<file path="config.mk">
export PLATFORM = sky130hd
export DESIGN_NAME = dvi_decoder
export DESIGN_NICKNAME = d
export VERILOG_FILES = /design/src/rtl/dvi_decoder.sv
export SDC_FILE = /design/constraint.sdc
export NUM_CORES = 1
export LEC_CHECK = 0
export CORE_AREA = 2 2 125 127
export CTS_CLUSTER_DIAMETER = 50
export DETAILED_ROUTE_END_ITERATION = 8
export DIE_AREA = 0 0 127 129
export GPL_TIMING_DRIVEN = 0
export PLACE_DENSITY = 0.63
export SETUP_SLACK_MARGIN = 0.3
export SLEW_MARGIN = 20
export SYNTH_ARGS = -nofsm -noshare
export SYNTH_HDL_FRONTEND = slang
export SYNTH_SLANG_ARGS = --single-unit
</file>
<file path="constraint.sdc">
create_clock -name pixelclk -period 2 [get_ports pixelclk]
set_input_delay 0.4 -clock pixelclk [delete_from_list [all_inputs] [get_ports pixelclk]]
set_output_delay 0.4 -clock pixelclk [all_outputs]
set_load 0.05 [all_outputs]
</file>
<file path="src/rtl/dvi_decoder.sv">
// dvi_decoder
//   Receive side of a DVI/TMDS link. Each pixel clock it takes one 10-bit word
//   per channel from the deserializer. It finds word alignment per channel by
//   requesting bitslips until a long run of control tokens appears. It then
//   decodes the words into 8-bit blue/green/red plus hsync/vsync/de.
//
// Ports
//   pixelclk    in   1   pixel clock, the only clock
//   rstin       in   1   asynchronous, active-low reset
//   tmds_data0  in  10   blue word, bit0 = first bit on the wire
//   tmds_data1  in  10   green word
//   tmds_data2  in  10   red word
//   bitslip     out  3   one-cycle rotate request, bit n for tmds_data n
//   locked      out  1   all three channels aligned (registered)
//   blue_dout   out  8   decoded blue
//   green_dout  out  8   decoded green
//   red_dout    out  8   decoded red
//   hsync       out  1   blue-channel c0
//   vsync       out  1   blue-channel c1
//   de          out  1   data enable, taken from the blue channel
module dvi_decoder #(
    parameter int CTRL_RUN       = 64,
    parameter int SEARCH_TIMEOUT = 8192,
    parameter int SLIP_WAIT      = 16
) (
    input  logic       pixelclk,
    input  logic       rstin,
    input  logic [9:0] tmds_data0,
    input  logic [9:0] tmds_data1,
    input  logic [9:0] tmds_data2,
    output logic [2:0] bitslip,
    output logic       locked,
    output logic [7:0] blue_dout,
    output logic [7:0] green_dout,
    output logic [7:0] red_dout,
    output logic       hsync,
    output logic       vsync,
    output logic       de
);

    typedef enum logic [1:0] {
        ST_SEARCH = 2'd0,
        ST_SLIP   = 2'd1,
        ST_WAIT   = 2'd2,
        ST_LOCKED = 2'd3
    } ch_state_t;

    // "Last" values: a counter sitting at X-1 means this is its X-th cycle.
    localparam logic [6:0]  RUN_LAST  = 7'(CTRL_RUN - 1);
    localparam logic [12:0] WIN_LAST  = 13'(SEARCH_TIMEOUT - 1);
    localparam logic [12:0] WAIT_LAST = 13'(SLIP_WAIT - 1);

    logic [9:0]      w_word [3];
    logic [2:0]      w_ch_locked;
    logic [2:0]      w_s1_tok;
    logic [2:0][7:0] w_dec;
    logic [1:0]      w_blue_ctl;

    logic [2:0][7:0] r_dout;
    logic [1:0]      r_s1_ctl;
    logic            r_de;
    logic            r_hsync;
    logic            r_vsync;
    logic            r_locked;

    assign w_word[0] = tmds_data0;
    assign w_word[1] = tmds_data1;
    assign w_word[2] = tmds_data2;

    generate
        for (genvar gi = 0; gi < 3; gi++) begin : g_ch
            logic       w_tok;
            logic       w_run_done;
            ch_state_t  r_state;
            ch_state_t  w_state_next;
            logic [6:0] r_run;
            logic [6:0] w_run_next;
            // In WAIT the window counter doubles as the settle counter.
            logic [12:0] r_win;
            logic [12:0] w_win_next;
            logic [9:0]  r_s1_word;
            logic        r_s1_tok;
            logic [7:0]  w_d;
            logic [7:0]  w_dec_loc;

            always_comb begin
                case (w_word[gi])
                    10'h354, 10'h0AB, 10'h154, 10'h2AB: w_tok = 1'b1;
                    default:                            w_tok = 1'b0;
                endcase
            end

            assign w_run_done = w_tok && (r_run == RUN_LAST);

            // Alignment FSM. The raw input word feeds it directly, so a run
            // of CTRL_RUN tokens locks on the CTRL_RUN-th edge.
            always_comb begin
                w_state_next = r_state;
                w_run_next   = w_tok ? r_run + 7'd1 : 7'd0;
                w_win_next   = r_win + 13'd1;
                case (r_state)
                    ST_SEARCH: begin
                        // A completed run beats a timeout on the same cycle.
                        if (w_run_done) begin
                            w_state_next = ST_LOCKED;
                            w_run_next   = 7'd0;
                            w_win_next   = 13'd0;
                        end else if (r_win == WIN_LAST) begin
                            w_state_next = ST_SLIP;
                            w_run_next   = 7'd0;
                            w_win_next   = 13'd0;
                        end
                    end
                    ST_SLIP: begin
                        w_state_next = ST_WAIT;
                        w_run_next   = 7'd0;
                        w_win_next   = 13'd0;
                    end
                    ST_WAIT: begin
                        w_run_next = 7'd0;
                        if (r_win == WAIT_LAST) begin
                            w_state_next = ST_SEARCH;
                            w_win_next   = 13'd0;
                        end
                    end
                    ST_LOCKED: begin
                        if (w_run_done) begin
                            w_run_next = 7'd0;
                            w_win_next = 13'd0;
                        end else if (r_win == WIN_LAST) begin
                            w_state_next = ST_SEARCH;
                            w_run_next   = 7'd0;
                            w_win_next   = 13'd0;
                        end
                    end
                    default: begin
                        w_state_next = ST_SEARCH;
                        w_run_next   = 7'd0;
                        w_win_next   = 13'd0;
                    end
                endcase
            end

            always_ff @(posedge pixelclk or negedge rstin) begin
                if (!rstin) begin
                    r_state   <= ST_SEARCH;
                    r_run     <= 7'd0;
                    r_win     <= 13'd0;
                    r_s1_word <= 10'd0;
                    r_s1_tok  <= 1'b0;
                end else begin
                    r_state   <= w_state_next;
                    r_run     <= w_run_next;
                    r_win     <= w_win_next;
                    r_s1_word <= w_word[gi];
                    r_s1_tok  <= w_tok;
                end
            end

            // The pulse comes straight from the state register, so reset
            // removes it immediately rather than at the next edge.
            assign bitslip[gi]     = (r_state == ST_SLIP);
            assign w_ch_locked[gi] = (r_state == ST_LOCKED);
            assign w_s1_tok[gi]    = r_s1_tok;

            // q[9] undoes the DC-balance inversion. q[8] selects XOR or XNOR
            // chaining, which reverses the encoder's transition minimising.
            always_comb begin
                w_d          = r_s1_word[9] ? ~r_s1_word[7:0] : r_s1_word[7:0];
                w_dec_loc    = 8'h00;
                w_dec_loc[0] = w_d[0];
                for (int i = 1; i < 8; i++) begin
                    w_dec_loc[i] = r_s1_word[8] ? (w_d[i] ^ w_d[i-1])
                                                : ~(w_d[i] ^ w_d[i-1]);
                end
            end
            assign w_dec[gi] = w_dec_loc;
        end
    endgenerate

    // Only blue carries sync. Green and red control bits are discarded.
    always_comb begin
        case (tmds_data0)
            10'h0AB: w_blue_ctl = 2'b01;
            10'h154: w_blue_ctl = 2'b10;
            10'h2AB: w_blue_ctl = 2'b11;
            default: w_blue_ctl = 2'b00;
        endcase
    end

    always_ff @(posedge pixelclk or negedge rstin) begin
        if (!rstin) begin
            r_dout   <= '0;
            r_s1_ctl <= 2'b00;
            r_de     <= 1'b0;
            r_hsync  <= 1'b0;
            r_vsync  <= 1'b0;
            r_locked <= 1'b0;
        end else begin
            r_locked <= &w_ch_locked;
            r_s1_ctl <= w_blue_ctl;
            for (int c = 0; c < 3; c++) begin
                r_dout[c] <= w_s1_tok[c] ? 8'h00 : w_dec[c];
            end
            if (w_s1_tok[0]) begin
                r_de    <= 1'b0;
                r_hsync <= r_s1_ctl[0];
                r_vsync <= r_s1_ctl[1];
            end else begin
                // On data words, sync keeps the last token's value.
                r_de <= 1'b1;
            end
        end
    end

    // The pipeline keeps running while unlocked. Only the outputs are masked.
    assign locked     = r_locked;
    assign blue_dout  = r_locked ? r_dout[0] : 8'h00;
    assign green_dout = r_locked ? r_dout[1] : 8'h00;
    assign red_dout   = r_locked ? r_dout[2] : 8'h00;
    assign de         = r_locked & r_de;
    assign hsync      = r_locked & r_hsync;
    assign vsync      = r_locked & r_vsync;

endmodule

</file>
Word-level counts from Yosys, hierarchy flattened
Index checks and enable logic that the tools add are counted.
{ "op_classes": {"addsub": 6, "n_eq_ne": 42, "bitwise_logic": 48, "muxes": 77, "n_reduce_logical": 19} }
{ "op_table": {"columns": ["op", "count"], "rows": [
  ["$mux W13", 9],
  ["$pmux W13 S3", 3],
  ["$mux W8", 9],
  ["$mux W7", 9],
  ["$eq A10 B10 Y1 const B", 6],
  ["$pmux W7 S2", 3],
  ["$add A13 B1 Y13 const B", 3],
  ["$eq A13 B13 Y1 const B", 3],
  ["$eq A13 B4 Y1 const B", 3],
  ["$eq A10 B8 Y1 const B", 3],
  ["$eq A10 B9 Y1 const B", 3],
  ["$mux W2", 15],
  ["$mux W1", 25],
  ["$not A8 Y8", 3],
  ["$pmux W2 S4", 3],
  ["$add A7 B1 Y7 const B", 3],
  ["$eq A7 B6 Y1 const B", 3],
  ["$not A1 Y1", 21],
  ["$xor A1 B1 Y1", 21],
  ["$eq A2 B2 Y1 const B", 6],
  ["$ne A2 B2 Y1 const B", 6],
  ["$reduce_and A4 Y1", 3],
  ["$reduce_or A2 Y1", 6],
  ["$reduce_or A4 Y1", 3],
  ["other kinds (8)", 20]
]} }
{ "totals": {"reg_bits": 129, "inputBits": 32} }

Logic depth before layout (Yosys ltp)
Gate-level depths: netlist (run 1).
{ "logic_depth": {"ltp_word": 7, "mapped_depth": 8, "ltp_nobuf": 7} }

Least setup slack after synthesis (run 1)
No wires, ideal clock.
{ "synth_path": {"path_type": "input-to-reg", "start": "input tmds_data2[4]", "end": "register g_ch[2].r_win[2]", "path_stages": 7, "setup_slack_ps": -70, "arrival_time_ps": 1951, "required_ps": 1881, "setup_time_ps": 119, "cell_sequence": "nand4bb_1 -> or4_4 -> a2111oi_4 -> or3b_1 -> a21o_2 -> buf_6 -> nor2_1"} }
{ "synth_between": {"elab_chain_cells": 6} }
{ "synth_rtl": {"columns": ["element", "line_no", "rtl"], "rows": [
  ["from (decl)", "30", "input logic [9:0] tmds_data2,"],
  ["$eq A10 B10 Y1 (tied with other cells)", "87", "case (w_word[gi])"],
  ["$reduce_or A4 Y1 *", "87", null],
  ["$mux W1 *", "87", null],
  ["$logic_and A1 B1 Y1 *", "93", "assign w_run_done = w_tok && (r_run == RUN_LAST);"],
  ["$mux W13 *", "127", "if (w_run_done) begin"],
  ["$pmux W13 S3 *", "101", "case (r_state)"],
  ["via g_ch[2].w_win_next[2]", "80", "logic [12:0] w_win_next;"],
  ["to (signal assigned)", "154", "r_win <= w_win_next;"],
  ["to (decl)", "79", "logic [12:0] r_win;"]
]} }
The timed path passes the listed nets; every way through them passes the cells marked *.
A chain may end at the register's enable or synchronous reset.

Final worst setup path (run 1)
{ "layout_path": {"start": "register g_ch[0].r_win[0]", "end": "register g_ch[0].r_win[12]"} }
{ "layout_between": {"elab_chain_cells": 4} }
{ "layout_rtl": {"columns": ["element", "line_no"], "rows": [
  ["from (decl)", "79"],
  ["from (signal assigned)", "154"],
  ["$add A13 B1 Y13 or $eq A13 B13 Y1 (tied branches)", "100, 108, 130"],
  ["$mux W13", "108, 130"],
  ["$mux W13", "127"],
  ["$pmux W13 S3 *", "101"],
  ["via g_ch[0].w_win_next[12]", "80"]
]} }
Marks and branches as above.

==> results of run 1 <==
-- worst max-delay path, cell delays in order, from the launching register on --
cell	delay, ps
dfrtp_1	390
ha_4	170
nand3_4	60
or4_4	430
o41ai_4	260
o31ai_2	130
nand2b_1	170
buf_6	170
nor2_1	40
-- logic make-up (layout without fill, tap and decap cells) --
group | count (synthesis) | after routing | synth area share [%]
compound gates | 28 | 28 | 4.19
xor+xnor | 81 | 81 | 12.3
fa+ha+maj | 21 | 21 | 4.54
buf+inv | 31 | 174 | 2.25
flops | 129 | 129 | 55.7
mux | 9 | 9 | 1.60
simple gates | 223 | 223 | 19.4
-- flip-flops by register name, indices dropped and copies added, names as in the netlist --
| name | count |
|---|---|
| g_ch.r_run | 21 |
| locked | 1 |
| g_ch.r_win | 39 |
| r_de | 1 |
| g_ch.r_state | 6 |
| r_hsync | 1 |
| g_ch.r_s1_tok | 3 |
| r_dout | 24 |
| r_s1_ctl | 2 |
| r_vsync | 1 |
| g_ch.r_s1_word | 30 |
-- area by class of cell --
type / instances / area share [%]
tap: 188 / 2.81
clock inverter: 13 / 2.36
buffer: 12 / 1.23
timing repair buffer: 111 / 13.3
inverter: 19 / 0.852
multi-input combinational: 362 / 35.6
sequential: 129 / 38.6
clock buffer: 19 / 5.29
-- layout by cell type (no fill, tap or decap), types with 4 or more instances in the layout --
cell type / Yosys / routed
dfrtp_1: 129 / 128
xnor2_1: 62 / 62
nor2_1: 96 / 57
buf_4: 1 / 33
buf_8: 0 / 28
buf_6: 1 / 25
and2_4: 0 / 24
nand3_1: 27 / 20
nor2_2: 0 / 20
nor2_4: 0 / 19
xor2_1: 19 / 19
clkbuf_16: 0 / 17
inv_1: 19 / 16
nand2_1: 17 / 14
ha_1: 21 / 14
and3_1: 18 / 13
buf_2: 2 / 13
nand4_1: 8 / 8
clkbuf_1: 8 / 7
nor3_1: 7 / 6
mux2i_1: 7 / 6
or4_4: 3 / 5
nand3_2: 0 / 5
and2_1: 29 / 5
inv_6: 0 / 5
and3_4: 0 / 4
o21ai_0: 5 / 4
a21oi_1: 5 / 4
ha_2: 0 / 4
bufinv_16: 0 / 4
clkbuf_2: 0 / 4
-- worst max-delay path by stage --
| stage | to | slack, ps | cells after the start |
|---|---|---|---|
| floorplan | g_ch[2].r_win[2] | -70 | 7 |
| global placement | locked | -4790 | 1 |
| detailed placement | g_ch[2].r_win[11] | -770 | 8 |
| CTS | g_ch[0].r_win[10] | 90 | 8 |
| global route | g_ch[0].r_win[7] | -30 | 8 |
| finish | g_ch[0].r_win[12] | 70 | 8 |
-- per-stage QoR --
| stage | worst slack, ps | instance area (µm²) |
|---|---|---|
| global route | -30.3 | 8370 |
| finish | 67.3 | 8370 |
| global placement | -4790 | 6700 |
| CTS | 89.2 | 7830 |
| floorplan | -69.6 | 5840 |
| detailed placement | -769 | 6730 |
-- report_power, final --
group,switching (mW),internal (mW)
Sequential,0.0383,2.71
Combinational,0.148,0.126
Clock,1.19,2.14
-- layer usage --
metal | global-route usage, % | vias up | part of all wire, %
met5 | 0 | - | 0
met4 | 6.27 | 0 | 1.4
met3 | 4.03 | 13 | 3.6
met2 | 25.1 | 73 | 49
met1 | 19.9 | 2024 | 46
li1 | - | 1986 | -
-- timing repair --
action | 4_1_cts | 5_1_grt
setup buffers | 34 | 8
gates cloned | 3 | 2
hold buffers | 1 | 0
resized for setup | 361 | 152
setup endpoints to repair | 96 | 88
pin swaps | 44 | 14
endpoints found under the hold margin | 45 | 0
==> metrics.yaml, run 1 <==
status: "finished, final reports clean"
die_w_um: 127
cp.arrival_ps: 2240
cts.htree.levels: 4
worstSetupPathType: "flip-flop to flip-flop"
ios: 63
synth_ff_type: "dfrtp_1"
peakVddDrop_mv: 0.565
skew_ps: 5.91
synth_seq_cells: 129
ys_types: 45
synth_top_area_share_pct: 55.7
power.density_nw_per_um2: 759
async_flop_share_pct: 100
grt_start_max_net_pins: 85
hp-start: "tmds_data1[4]"
worst_slew_pin_slew_ps: 420
synthesis.nets: 575
power_leakage_nw: 3.69
min_path_cells: 1
antenna_found_initial: 0
seq_area_um2: 3230
diodes: 0
port_buffers: 62
ys_warn_count: 0
end_kind: "flip-flop"
hold_class: "input pin to flip-flop"
drt-initial-drc-count: 222
firstDrtPassIters: 4
cts_tree: "yes"
clock-root-buffer: "clkbuf_16"
power_mw: 6.36
overflow: 0
max_slew_margin_pct: 72.0
critPathLaunchType: "flip-flop"
cts.sink_count: 129
rows: 45
hold_path_end: "g_ch[1].r_s1_word[4]"
synth_area_leaders: "dfrtp_1 56%, xnor2_1 9.4%, nor2_1 6.2%"
core_um2: 15000
finalSetupViolCount: 0
die_area_um2: 16400
min_period_ps: 1930
fmax_ghz: 0.517
postRouteAntennaNets: 0
area_growth_pct: 44.6
dp_hpwl_mm: 7.52
reg2reg_depth: 8
clockBufferDepth: 2
critPathRequiredTime_ps: 2300
clk_latency_ps: 420
cts_made_buffers: 17
yosysSeqAreaShare_pct: 55.7
post_drt_via_cell_ratio: 4.80
gp_congestion: 0.791
layout_worst_path_cycle_share_pct: 96.6
clk_pin_slew_ps: 60
yosysTopAreaCell: "dfrtp_1"
multi_input_area_um2: 2980
wirelength_mm: 12.0
fin_util_pct: 55.9
max-cap-violations: 0
ys_top_cells_by_count: "129 x dfrtp_1, 96 x nor2_1, 62 x xnor2_1"
synthMostInstantiatedCell: "dfrtp_1"
syn_area_um2: 5790
tns_ps: 0
dieHeight_um: 129
worstReg2RegEnd: "g_ch[0].r_win[12]"
r2r-start: "g_ch[0].r_win[0]"
fin_nets: 705
rrSetupSlack_ps: 70
hold_violations: 0
start_util_pct: 38.7
fillers: 1238
finalNonFillerCells: 853
path_max_fanout: 5
grt_pass1_vias: 4307
routedWlPerCell_um: 14.0
startpoint: "g_ch[0].r_win[0]"
drc_errors: 0
placedCellCount: 773
synth_edf_count: 0
slew_viol_final: 0
drive_gt1_share_pct: 39.2
rsz0062_at_grt: "yes"
grt_pass1_wl_mm: 20.2
avgSynthCellArea_um2: 11.1
synth_cells: 522
fin_hold_ws_ps: 92.9
num_vias: 4096
grt_use_total_pct: 15.5
No activity file was read; power rests on OpenSTA's default activity.
==> run 2, diff against run 1 <==
SLEW_MARGIN = not set   (was 20)
==> run 2 against run 1 <==
Combinational power about the same. First-iteration DRC count increased by 22%. Clock-buffer cell count is 2 lower. Flip-flop and latch count unchanged.
==> metrics.yaml, run 2 (synthesis gave the netlist of run 1 again) <==
core_um2: 15000
grt_use_total_pct: 15.6
skew_ps: 8.30
port_buffers: 62
firstDrtPassIters: 4
cts_made_buffers: 17
crit_family: "simple AND/OR/NAND/NOR gates"
rows: 45
finalNonFillerCells: 853
drt-initial-drc-count: 270
slew_viol_final: 0
hold_violations: 0
fin_nets: 705
power_leakage_nw: 3.68
drive_gt1_share_pct: 40.6
path_max_fanout: 5
clock-root-buffer: "clkbuf_16"
cts.htree.levels: 4
gp_congestion: 0.791
grt_pass1_wl_mm: 20.3
worst_slew_pin_slew_ps: 463
final_common_cell: "dfrtp_1"
grt_start_max_net_pins: 91
diodes: 0
hold_class: "input pin to flip-flop"
critPathRequiredTime_ps: 2300
cts_tree: "yes"
critPathLaunchType: "flip-flop"
die_area_um2: 16400
power.density_nw_per_um2: 709
status: "finished, final reports clean"
largest_register_ffs: 39
max_slew_margin_pct: 69.1
layout_common_cells: "128 x dfrtp_1, 62 x xnor2_1, 48 x nor2_1"
die_w_um: 127
crit_chain: "ha_4 -> nand3_4 -> or4_4 -> o41ai_4 -> o31ai_2 -> nand2b_1 -> buf_6 -> nor2_1"
dp_hpwl_mm: 7.58
max_stage_delay_ps: 430
postRouteAntennaNets: 0
fillers: 1213
fmax_ghz: 0.511
place_ws_ps: -760
ios: 63
post_drt_via_cell_ratio: 4.77
clk_latency_ps: 410
routedWlPerCell_um: 14.5
drc_errors: 0
max-cap-violations: 0
cts.sink_count: 129
tns_ps: 0
grt_pass1_vias: 4325
start_util_pct: 38.7
clk_pin_slew_ps: 60
end_kind: "flip-flop"
cp.arrival_ps: 2260
overflow: 0
setup_ws_ps: 41.3
dieHeight_um: 129
top_register: "g_ch.r_win"
worstSetupPathType: "flip-flop to flip-flop"
fin_util_pct: 56.5
rsz0062_at_grt: "yes"
top_regs: "g_ch.r_win (39), g_ch.r_s1_word (30), r_dout (24)"
peakVddDrop_mv: 0.579
placedCellCount: 773
min_period_ps: 1960
layout_worst_path_cycle_share_pct: 97.9
crit_buf_inv: 1
clockBufferDepth: 2
wirelength_mm: 12.4
num_vias: 4071
area_growth_pct: 46.0
crit_slowest_cell: "or4_4"
antenna_found_initial: 0
finalSetupViolCount: 0
==> run 2: cell count changes in the layout (fill, tap and decap cells not counted), moves of 2 or more <==
cell	before	now
buf_8	28	33
buf_12	1	3
buf_6	25	21
nor2_2	20	15
nor2_1	57	48
bufinv_16	4	1
inv_6	5	8
buf_2	13	16
nor2_4	19	33
buf_4	33	28
clkinv_2	0	2
==> run 2: per-layer routing <==
metal	track usage [%]	vias up	share of wire, %
li1	-	1992	-
met1	20.1	1993	45
met2	25.5	78	50
met3	4.07	8	3.9
met4	5.88	0	0.82
met5	0	-	0
==> run 2: worst paths after layout <==
kind	from	end	slack, ps	cells past startpoint
max	g_ch[0].r_win[0]	g_ch[0].r_win[10]	40	8
min	tmds_data1[4]	g_ch[1].r_s1_word[4]	100	1
max reg2reg	g_ch[0].r_win[0]	g_ch[0].r_win[10]	40	8
min reg2reg	r_s1_ctl[0]	r_hsync	490	1
max in group asynchronous	rstin	g_ch[2].r_win[3]	770	3
min in group asynchronous	rstin	r_dout[4]	460	2
==> run 2: stage by stage <==
stage                     total power [mW]  hold slack, ps  instance area [µm²]
after floorplan                       2.91             104                 5840
after global placement                3.07             436                 6700
after detailed placement              3.08             330                 6730
after CTS                             6.06            76.1                 7770
after global routing                  6.23            74.2                 8460
final                                 5.99            95.7                 8460
==> run 2: where the power goes <==
group | leakage, nW | internal (mW) | switching (mW)
Sequential | 1.66 | 2.71 | 0.0389
Combinational | 1.74 | 0.126 | 0.147
Clock | 0.282 | 1.75 | 1.22
==> run 2: layout make-up <==
class / count / area (µm²) / share of cell area, %
Inverter: 19 / 71.3 / 0.843
Tap cell: 188 / 235 / 2.78
Buffer: 12 / 115 / 1.36
Multi-Input combinational cell: 362 / 3080 / 36.5
Clock inverter: 15 / 146 / 1.73
Timing Repair Buffer: 111 / 1150 / 13.6
Sequential cell: 129 / 3230 / 38.2
Clock buffer: 17 / 425 / 5.03
==> run 2: what timing repair did <==
item                       4_1_cts  5_1_grt
pin swaps                       42       12
setup endpoints to repair       96       91
hold endpoints to repair        39        0
buffers inserted                34        8
resized for setup              366      177
hold buffers                     1        0
gates cloned                     3        2
==> run 2: worst reg2reg max path, stage by stage (launching register included) <==
cell and delay [ps]:
dfrtp_1 390, ha_4 170, nand3_4 60, or4_4 430, o41ai_4 270, o31ai_2 140, nand2b_1 200, buf_6 170
nor2_1 50
